<file path="src/rtl/ahb_arb_pkg.sv">
`default_nettype none
// ============================================================================
// ahb_arb_pkg : shared HTRANS encodings and arbitration mode constants
// Revision    : 1.0
// ============================================================================
package ahb_arb_pkg;

   typedef enum logic [1:0] {
      HTRANS_IDLE   = 2'b00,
      HTRANS_BUSY   = 2'b01,
      HTRANS_NONSEQ = 2'b10,
      HTRANS_SEQ    = 2'b11
   } htrans_e;

   localparam int MODE_FIXED = 0;
   localparam int MODE_RR    = 1;

   // Only NONSEQ and SEQ carry a real transfer; IDLE and BUSY are ignored.
   function automatic logic htrans_active(input logic [1:0] t);
      return (t == HTRANS_NONSEQ) || (t == HTRANS_SEQ);
   endfunction

endpackage
`default_nettype wire

</file>
<file path="src/rtl/ahb_arb_picker.sv">
`default_nettype none
// ============================================================================
// ahb_arb_picker : first requester at or after ptr_i (cyclic), combinational
// Revision       : 1.0
// ============================================================================
module ahb_arb_picker #(
   parameter int NM = 2,
   parameter int IW = 1
) (
   input  logic [NM-1:0] req_i,
   input  logic [IW-1:0] ptr_i,
   output logic [NM-1:0] gnt_o,
   output logic [IW-1:0] idx_o,
   output logic          vld_o
);

   always_comb begin
      int          j;
      logic [IW-1:0] j_idx;
      logic        found;
      j     = 0;
      j_idx = '0;
      found = 1'b0;
      gnt_o = '0;
      idx_o = '0;
      for (int k = 0; k < NM; k++) begin
         j = int'(ptr_i) + k;
         if (j >= NM) begin
            j = j - NM;
         end
         j_idx = IW'(j);
         if (!found && req_i[j_idx]) begin
            found        = 1'b1;
            idx_o        = j_idx;
            gnt_o[j_idx] = 1'b1;
         end
      end
      vld_o = found;
   end

endmodule
`default_nettype wire

</file>
<file path="src/rtl/ahb_master_arbiter.sv">
`default_nettype none
// ============================================================================
// ahb_master_arbiter : NM AHB-lite masters onto one bus, one slot per master,
//                      every transfer re-issued as a single NONSEQ
// Revision           : 1.0
// ============================================================================
module ahb_master_arbiter
   import ahb_arb_pkg::*;
#(
   parameter int NM   = 2,
   parameter int MODE = 1,
   parameter int AW   = 32
) (
   input  logic             HCLK,
   input  logic             HRESET,
   input  logic [NM*AW-1:0] HADDR_M,
   input  logic [NM*2-1:0]  HTRANS_M,
   input  logic [NM-1:0]    HWRITE_M,
   input  logic [NM*3-1:0]  HSIZE_M,
   input  logic [NM*32-1:0] HWDATA_M,
   output logic [NM-1:0]    HREADYOUT_M,
   output logic [31:0]      HRDATA_M,
   output logic [AW-1:0]    HADDR,
   output logic [1:0]       HTRANS,
   output logic             HWRITE,
   output logic [2:0]       HSIZE,
   output logic [31:0]      HWDATA,
   input  logic             HREADY,
   input  logic [31:0]      HRDATA,
   output logic [2:0]       HMASTER
);

   localparam int IW = $clog2(NM);

   logic [NM-1:0] valid_q, valid_d;
   logic [NM-1:0] issued_q, issued_d;
   logic [AW-1:0] addr_q [NM];
   logic [AW-1:0] addr_d [NM];
   logic [NM-1:0] write_q, write_d;
   logic [2:0]    size_q [NM];
   logic [2:0]    size_d [NM];
   logic          a_valid_q, a_valid_d;
   logic [IW-1:0] owner_a_q, owner_a_d;
   logic          d_valid_q, d_valid_d;
   logic [IW-1:0] owner_d_q, owner_d_d;
   logic [IW-1:0] last_q, last_d;

   logic [AW-1:0] w_addr_m  [NM];
   logic [2:0]    w_size_m  [NM];
   logic [31:0]   w_wdata_m [NM];
   logic [NM-1:0] w_capture;
   logic [NM-1:0] w_req;
   logic [IW-1:0] w_ptr;
   logic [NM-1:0] w_pick_gnt;
   logic [IW-1:0] w_pick_idx;
   logic          w_pick_vld;

   generate
      for (genvar i = 0; i < NM; i++) begin : g_master
         assign w_addr_m[i]  = HADDR_M[i*AW +: AW];
         assign w_size_m[i]  = HSIZE_M[i*3 +: 3];
         assign w_wdata_m[i] = HWDATA_M[i*32 +: 32];
         // A pending slot stalls its master until its own bus data phase.
         assign HREADYOUT_M[i] = !valid_q[i] ? 1'b1 :
                                 (d_valid_q && (owner_d_q == IW'(i))) ? HREADY : 1'b0;
         assign w_capture[i] = HREADYOUT_M[i] && htrans_active(HTRANS_M[2*i +: 2]);
      end
   endgenerate

   assign w_req = valid_q & ~issued_q;
   assign w_ptr = (MODE == MODE_RR) ?
                  ((last_q == IW'(NM-1)) ? '0 : last_q + 1'b1) : '0;

   ahb_arb_picker #(
      .NM (NM),
      .IW (IW)
   ) u_picker (
      .req_i (w_req),
      .ptr_i (w_ptr),
      .gnt_o (w_pick_gnt),
      .idx_o (w_pick_idx),
      .vld_o (w_pick_vld)
   );

   always_comb begin
      valid_d   = valid_q;
      issued_d  = issued_q;
      addr_d    = addr_q;
      write_d   = write_q;
      size_d    = size_q;
      a_valid_d = a_valid_q;
      owner_a_d = owner_a_q;
      d_valid_d = d_valid_q;
      owner_d_d = owner_d_q;
      last_d    = last_q;
      if (HREADY) begin
         if (d_valid_q) begin
            valid_d[owner_d_q] = 1'b0;
         end
         d_valid_d = a_valid_q;
         owner_d_d = owner_a_q;
         a_valid_d = w_pick_vld;
         if (w_pick_vld) begin
            owner_a_d = w_pick_idx;
            issued_d  = issued_q | w_pick_gnt;
            last_d    = w_pick_idx;
         end
      end
      // Capture last so a master completing this edge can be refilled at once.
      for (int i = 0; i < NM; i++) begin
         if (w_capture[i]) begin
            valid_d[i]  = 1'b1;
            issued_d[i] = 1'b0;
            addr_d[i]   = w_addr_m[i];
            write_d[i]  = HWRITE_M[i];
            size_d[i]   = w_size_m[i];
         end
      end
   end

   always_ff @(posedge HCLK or posedge HRESET) begin
      if (HRESET) begin
         valid_q   <= '0;
         issued_q  <= '0;
         addr_q    <= '{default: '0};
         write_q   <= '0;
         size_q    <= '{default: '0};
         a_valid_q <= 1'b0;
         owner_a_q <= '0;
         d_valid_q <= 1'b0;
         owner_d_q <= '0;
         last_q    <= IW'(NM-1);
      end else begin
         valid_q   <= valid_d;
         issued_q  <= issued_d;
         addr_q    <= addr_d;
         write_q   <= write_d;
         size_q    <= size_d;
         a_valid_q <= a_valid_d;
         owner_a_q <= owner_a_d;
         d_valid_q <= d_valid_d;
         owner_d_q <= owner_d_d;
         last_q    <= last_d;
      end
   end

   assign HTRANS   = a_valid_q ? HTRANS_NONSEQ : HTRANS_IDLE;
   assign HADDR    = a_valid_q ? addr_q[owner_a_q] : '0;
   assign HWRITE   = a_valid_q ? write_q[owner_a_q] : 1'b0;
   assign HSIZE    = a_valid_q ? size_q[owner_a_q] : 3'b000;
   assign HMASTER  = a_valid_q ? 3'(owner_a_q) : 3'b000;
   assign HWDATA   = w_wdata_m[owner_d_q];
   assign HRDATA_M = HRDATA;

endmodule
`default_nettype wire
</file>
<file path="config.mk">
export PLATFORM = sky130hd
export DESIGN_NAME = ahb_master_arbiter
export DESIGN_NICKNAME = d
export VERILOG_FILES = /design/src/rtl/ahb_arb_pkg.sv /design/src/rtl/ahb_arb_picker.sv /design/src/rtl/ahb_master_arbiter.sv
export SDC_FILE = /design/constraint.sdc
export NUM_CORES = 1
export LEC_CHECK = 0
export ABC_AREA = 1
export BUFFER_PORTS_ARGS = -buffer_cell sky130_fd_sc_hd__buf_2
export CELL_PAD_IN_SITES_DETAIL_PLACEMENT = 1
export CELL_PAD_IN_SITES_GLOBAL_PLACEMENT = 1
export CORE_UTILIZATION = 25
export DETAILED_ROUTE_END_ITERATION = 10
export HOLD_SLACK_MARGIN = 0.02
export PLACE_DENSITY_LB_ADDON = 0.1
export SLEW_MARGIN = 20
export SYNTH_ARGS = -nofsm -noshare
export SYNTH_HDL_FRONTEND = slang
export SYNTH_SLANG_ARGS = --single-unit
</file>
<file path="constraint.sdc">
create_clock -name HCLK -period 2.57 [get_ports HCLK]
set_clock_uncertainty 0.2 [all_clocks]
set_input_delay 0.514 -clock HCLK [delete_from_list [all_inputs] [get_ports HCLK]]
set_output_delay 0.514 -clock HCLK [all_outputs]
set_load 0.05 [all_outputs]
</file>
; ---- Yosys cells after proc, flatten, opt, wreduce, memory -nomap -nowiden
; Cells that the tools add are included.
; W data, S select, Z words.
[totals]
register_bits = 81
latch_bits = 0
ramBits = 0
rom_bits = 0
input_bits = 175
output_inout_bits = 107
elab_cells = 112
mem_count = 0
[classes]
addsub = 4
n_mul = 0
div_mod_pow = 0
n_lt_le_gt_ge = 11
eq_ne = 4
shifts = 0
n_mux = 47
bitwise = 9
reduce_logical = 22
[op_table]
columns = operator, count
row1 = $mux W32, 7
row2 = $mux W1, 26
row3 = $mux W2, 7
row4 = $mux W3, 4
row5 = $reduce_bool A2 Y1, 6
row6 = $reduce_and A2 Y1, 5
row7 = $eq A2 B2 Y1 const B, 4
row8 = $logic_and A1 B1 Y1, 8
row9 = $lt A1 B2 Y1 const B, 4
row10 = $ge A2 B2 Y1 const B, 3
row11 = $and A2 B2 Y2, 2
row12 = $not A1 Y2, 2
row13 = $not A2 Y2, 2
row14 = $or A2 B2 Y2, 2
row15 = $demux W1 S1, 3
row16 = $ge A1 B1 Y1 const B, 3
row17 = $add A1 B1 Y2 const B, 1
row18 = $ge A1 B2 Y1 const B, 1
row19 = $logic_or A1 B1 Y1, 2
row20 = $sub A1 B1 Y1 const B, 2
row21 = $add A1 B1 Y1 const B, 1
row22 = $logic_not A1 Y1, 1
row23 = $not A1 Y1, 1

; ---- Logic depth before layout (Yosys ltp)
[depth]
ltp_word = 15
depth_mapped = 8
ltp_nobuf = 6

; ---- Hierarchy
; Synthesis repeated with hierarchy kept, for this count alone.
[hier_totals]
cells_unflattened = 624
hier_area_um2 = 4689.5
[modules_own_cells]
columns = module, n_inst, cells_per_inst, area_each_um2, seq_area_each_um2
row1 = ahb_master_arbiter, 1, 617, 4659.5, 2028.2
row2 = ahb_arb_picker, 1, 7, 30.0, 0.0

; ---- Worst setup path before layout
; No wires, ideal clock.
[synth_timing]
path_kind = reg2out
from = register owner_a_q
to = output port HADDR[13]
arrival_time_ns = 1.513
path_slack_ns = 0.343
path_stages_with_launch = 5
path_cell_list = dfrtp_1 clkinv_1 clkbuf_1 nor2_1 nor2_1
[synth_between]
elab_chain_len = 5
[synth_lines]
columns = item, line
row1 = from (decl), ahb_master_arbiter.sv:43  ; logic [IW-1:0] owner_a_q, owner_a_d;
row2 = from (signal assigned), ahb_master_arbiter.sv:140  ; owner_a_q <= owner_a_d;
row3 = $not A1 Y2 (not written as such), ahb_master_arbiter.sv:148  ; assign HADDR = a_valid_q ? addr_q[owner_a_q] : '0;
row4 = $mux W32 (not written as such) (3 in a row), ahb_master_arbiter.sv:148
row5 = $mux W32, ahb_master_arbiter.sv:148
row6 = to (decl), ahb_master_arbiter.sv:23  ; output logic [AW-1:0] HADDR,
; Every way passes these cells. The select of a mux whose other input is x is not followed.

; ---- Worst setup path after layout
[layout_timing]
from = register owner_d_q
to = output port HWDATA[23]
[layout_between]
elab_chain_len = 4
[layout_lines]
columns = item, line
row1 = from (decl), ahb_master_arbiter.sv:45  ; logic [IW-1:0] owner_d_q, owner_d_d;
row2 = from (signal assigned), ahb_master_arbiter.sv:142  ; owner_d_q <= owner_d_d;
row3 = $not A1 Y2 (not written as such), ahb_master_arbiter.sv:152  ; assign HWDATA = w_wdata_m[owner_d_q];
row4 = $mux W32 (not written as such) (3 in a row), ahb_master_arbiter.sv:152
row5 = to (decl), ahb_master_arbiter.sv:27  ; output logic [31:0] HWDATA,
; Every way passes these cells. The select of a mux whose other input is x is not followed.

==> impl_metrics.csv <==
group,metric,value,unit
status,outcome,"complete, no violations",
sta,hold_viol,0,
logic_synthesis,ys_types,21,
place,gp_congestion,0.7646,
logic_synthesis,synth.avg_cell_area,7.209,um^2
place,dp_hpwl,11050,um
floorplan,core-area,17420,um^2
finish,num_antenna_cells,0,
route,viasPerCell,4.448,
worst_setup_path,max_stage_delay,0.44,ns
logic_synthesis,synth_seq_area_share,0.4523,
worst_setup_path,crit_family,"buffers and inverters",
sta,max_slew_margin,0.4724,
floorplan,initial_core_util,0.2575,
worst_setup_path,path_cells,"buf_4, nand2_1, nand2_1, buf_2",
cts,cts_tree,"done",
route,drt_iter0_drc,131,
route,dr_total_vias,4501,
global_routing,grt_usage,0.1746,
worst_setup_path,critPathMaxFanout,32,
finish,drive_above_1_share,0.3151,
route,routedWlPerCell,15.33,um
logic_synthesis,synthArstFlopShare,1.000,
floorplan,rows,48,
pwr,p_per_area,1382,nW/um^2
finish,fill_cells,2189,
route,postRouteAntennaNets,0,
logic_synthesis,ys_ff_latch,81,
min_path,hold_class,"input port to asynchronous set/reset pin",
finish,seq_area,2028,um^2
global_routing,grt_pass1_wl,24500,um
place,port_buffers,212,
cts,postCtsSetupRepairBufs,0,
worst_setup_path,cp-end-kind,"output pin",
global_routing,grt_start_max_net_pins,40,
sta,drv_slew,0,
route,drc_errors,0,
sta,tightest_slew,0.7886,ns
global_routing,grt_pass1_vias,4726,
floorplan,die_x,135.9,um
route,dr.pass1.iters,4,
cts,clkSinkCount,81,
pwr,finalPower,7.926,mW
sta,period_minus_slack,2.414,ns
finish,area_delta_synth_final,27.90,%
finish,multi_input_area,1886,um^2
route,routed_wl,15510,um
cts,clkTransAtPathRegs,0.06,ns
worst_setup_path,path_class,"register to output pin",
global_routing,antenna_found_initial,3,
cts,ctsResizeCount,0,
sta,setup_viol,0,
logic_synthesis,ys.warnings.count,0,
sta,setup_tns,0,ns
worst_setup_path,cp.arrival,1.70,ns
floorplan,io_pins,282,
worst_setup_path,crit_path_top_delay_cell,"dfrtp_1",
logic_synthesis,post_synth_instance_area,4484,um^2
cts,htree_levels,3,
worst_setup_path,cpMostUsedCell,"nand2_1",
cts,clock_latency,0.35,ns
worst_setup_path,cp_data_required_time,1.86,ns
finish,fin_nets,957,
worst_setup_path,critical_path_buf_inv_count,2,
sta,rsz0062_at_grt,"no",
worst_setup_path,critPathLaunchType,"register",
sta,min_period_over_period,0.9392,
logic_synthesis,synth_edf_count,0,
sta,timing.fmax,0.4143,GHz
global_routing,overflow,0,
logic_synthesis,yosys_most_used_dff,"dfrtp_1",
pwr,vdd_drop_max,0.5723,mV
cts,cts.path.max_buffers,2,
job,drv_cap,0,
cts,cts_buffers,9,
logic_synthesis,netlist_instances,622,
floorplan,die_h,135.9,um
cts,cts-root-buf,"clkbuf_16",
floorplan,dieArea,18480,um^2
pwr,p_leak,3.336,nW
cts,cts-hold-fix-buffers,0,
## routing by layer
layer	vias to the layer above	global-route usage	wire length, um
met5	-	0	23
met4	4	0.05741	233
met3	19	0.05183	957
met2	144	0.3061	7720
met1	2108	0.2021	6577
li1	2226	-	-
## worst paths after layout
kind | slack (ns) | from | cells past startpoint | to
worst min-delay path | 0.07 | HRESET | 2 | addr_q[1]
worst max register to register | 0.71 | owner_d_q | 6 | size_q[5]
worst min register to register | 0.26 | addr_q[61] | 2 | addr_q[61]
worst max-delay path | 0.16 | owner_d_q | 4 | HWDATA[23]
min in group HCLK | 0.19 | HADDR_M[22] | 3 | addr_q[54]
max in group asynchronous | 1.46 | HRESET | 3 | last_q
## cell type report
cell class | count | area share
Tap cell | 225 | 0.04908
Clock inverter | 5 | 0.009599
Timing Repair Buffer | 224 | 0.2072
Multi-Input combinational cell | 454 | 0.3288
Sequential cell | 81 | 0.3536
Clock buffer | 11 | 0.04232
Inverter | 12 | 0.009380
## flip-flops by register name, indices dropped and copies added (netlist names)
| name | count |
|---|---|
| a_valid_q | 1 |
| valid_q | 2 |
| owner_a_q | 1 |
| owner_d_q | 1 |
| write_q | 2 |
| issued_q | 2 |
| addr_q | 64 |
| last_q | 1 |
| size_q | 6 |
| d_valid_q | 1 |
## power by group
part           leakage, nW  switching (mW)  internal, mW
clock network        0.142           0.532         0.776
registers            0.994           0.320          1.87
logic                 2.20            3.39          1.04
total                 3.34            4.24          3.68
## cells in the mapped netlist, types with 2 or more instances
| library cell | instances | area share |
|---|---|---|
| nand3_1 | 74 | 0.083 |
| clkbuf_1 | 13 | 0.011 |
| o21ai_0 | 33 | 0.037 |
| nand2_2 | 2 | 0.0028 |
| inv_1 | 10 | 0.0084 |
| buf_2 | 14 | 0.016 |
| o21ai_1 | 6 | 0.0067 |
| a21oi_1 | 3 | 0.0033 |
| nand3_2 | 2 | 0.0045 |
| buf_6 | 10 | 0.025 |
| nand2_4 | 2 | 0.0050 |
| nor2_1 | 74 | 0.062 |
| dfrtp_1 | 80 | 0.45 |
| nand2_1 | 254 | 0.21 |
| buf_4 | 39 | 0.065 |
## stage by stage
step	hold slack [ns]	cells	cell area, um^2	utilization	worst slack (ns)
global route	0.1305	1012	5736	0.3293	0.04696
CTS	0.08673	1012	5736	0.3293	0.1083
floorplan	0.2366	624	4496	-	0.3431
global placement	0.2481	996	5438	0.3122	0.4819
detailed placement	0.2552	996	5438	0.3122	0.4529
finish	0.06655	1012	5736	0.3293	0.1561
## cell families after synthesis
kind of cell / Yosys count / share of synthesized area
AND/OR/NAND/NOR: 409 / 0.3711
buffers and inverters: 89 / 0.1289
flip-flops: 81 / 0.4523
AO/OA/AOI/OAI: 42 / 0.04687
other: 1 / 0.0008363
## layout by cell type, fill, tap and decap left out
| master | netlist | final |
|---|---|---|
| nor2_1 | 74 | 74 |
| clkinvlp_4 | 0 | 3 |
| nand3b_1 | 1 | 1 |
| o21ai_1 | 6 | 6 |
| inv_6 | 1 | 1 |
| clkinv_1 | 1 | 1 |
| nand2_1 | 254 | 254 |
| clkbuf_16 | 0 | 9 |
| inv_1 | 10 | 9 |
| buf_2 | 14 | 212 |
| buf_12 | 0 | 3 |
| conb_1 | 1 | 3 |
| bufinv_16 | 0 | 1 |
| clkbuf_1 | 13 | 1 |
| clkinv_2 | 0 | 2 |
| o21ai_0 | 33 | 33 |
| nand2_4 | 2 | 2 |
| clkbuf_8 | 0 | 1 |
| nand3_2 | 2 | 2 |
| dfstp_2 | 1 | 1 |
| nand3_1 | 74 | 74 |
| buf_4 | 39 | 9 |
| dfrtp_1 | 80 | 80 |
| nand2_2 | 2 | 2 |
| a21oi_1 | 3 | 3 |
(Power assumes the default switching activity.)
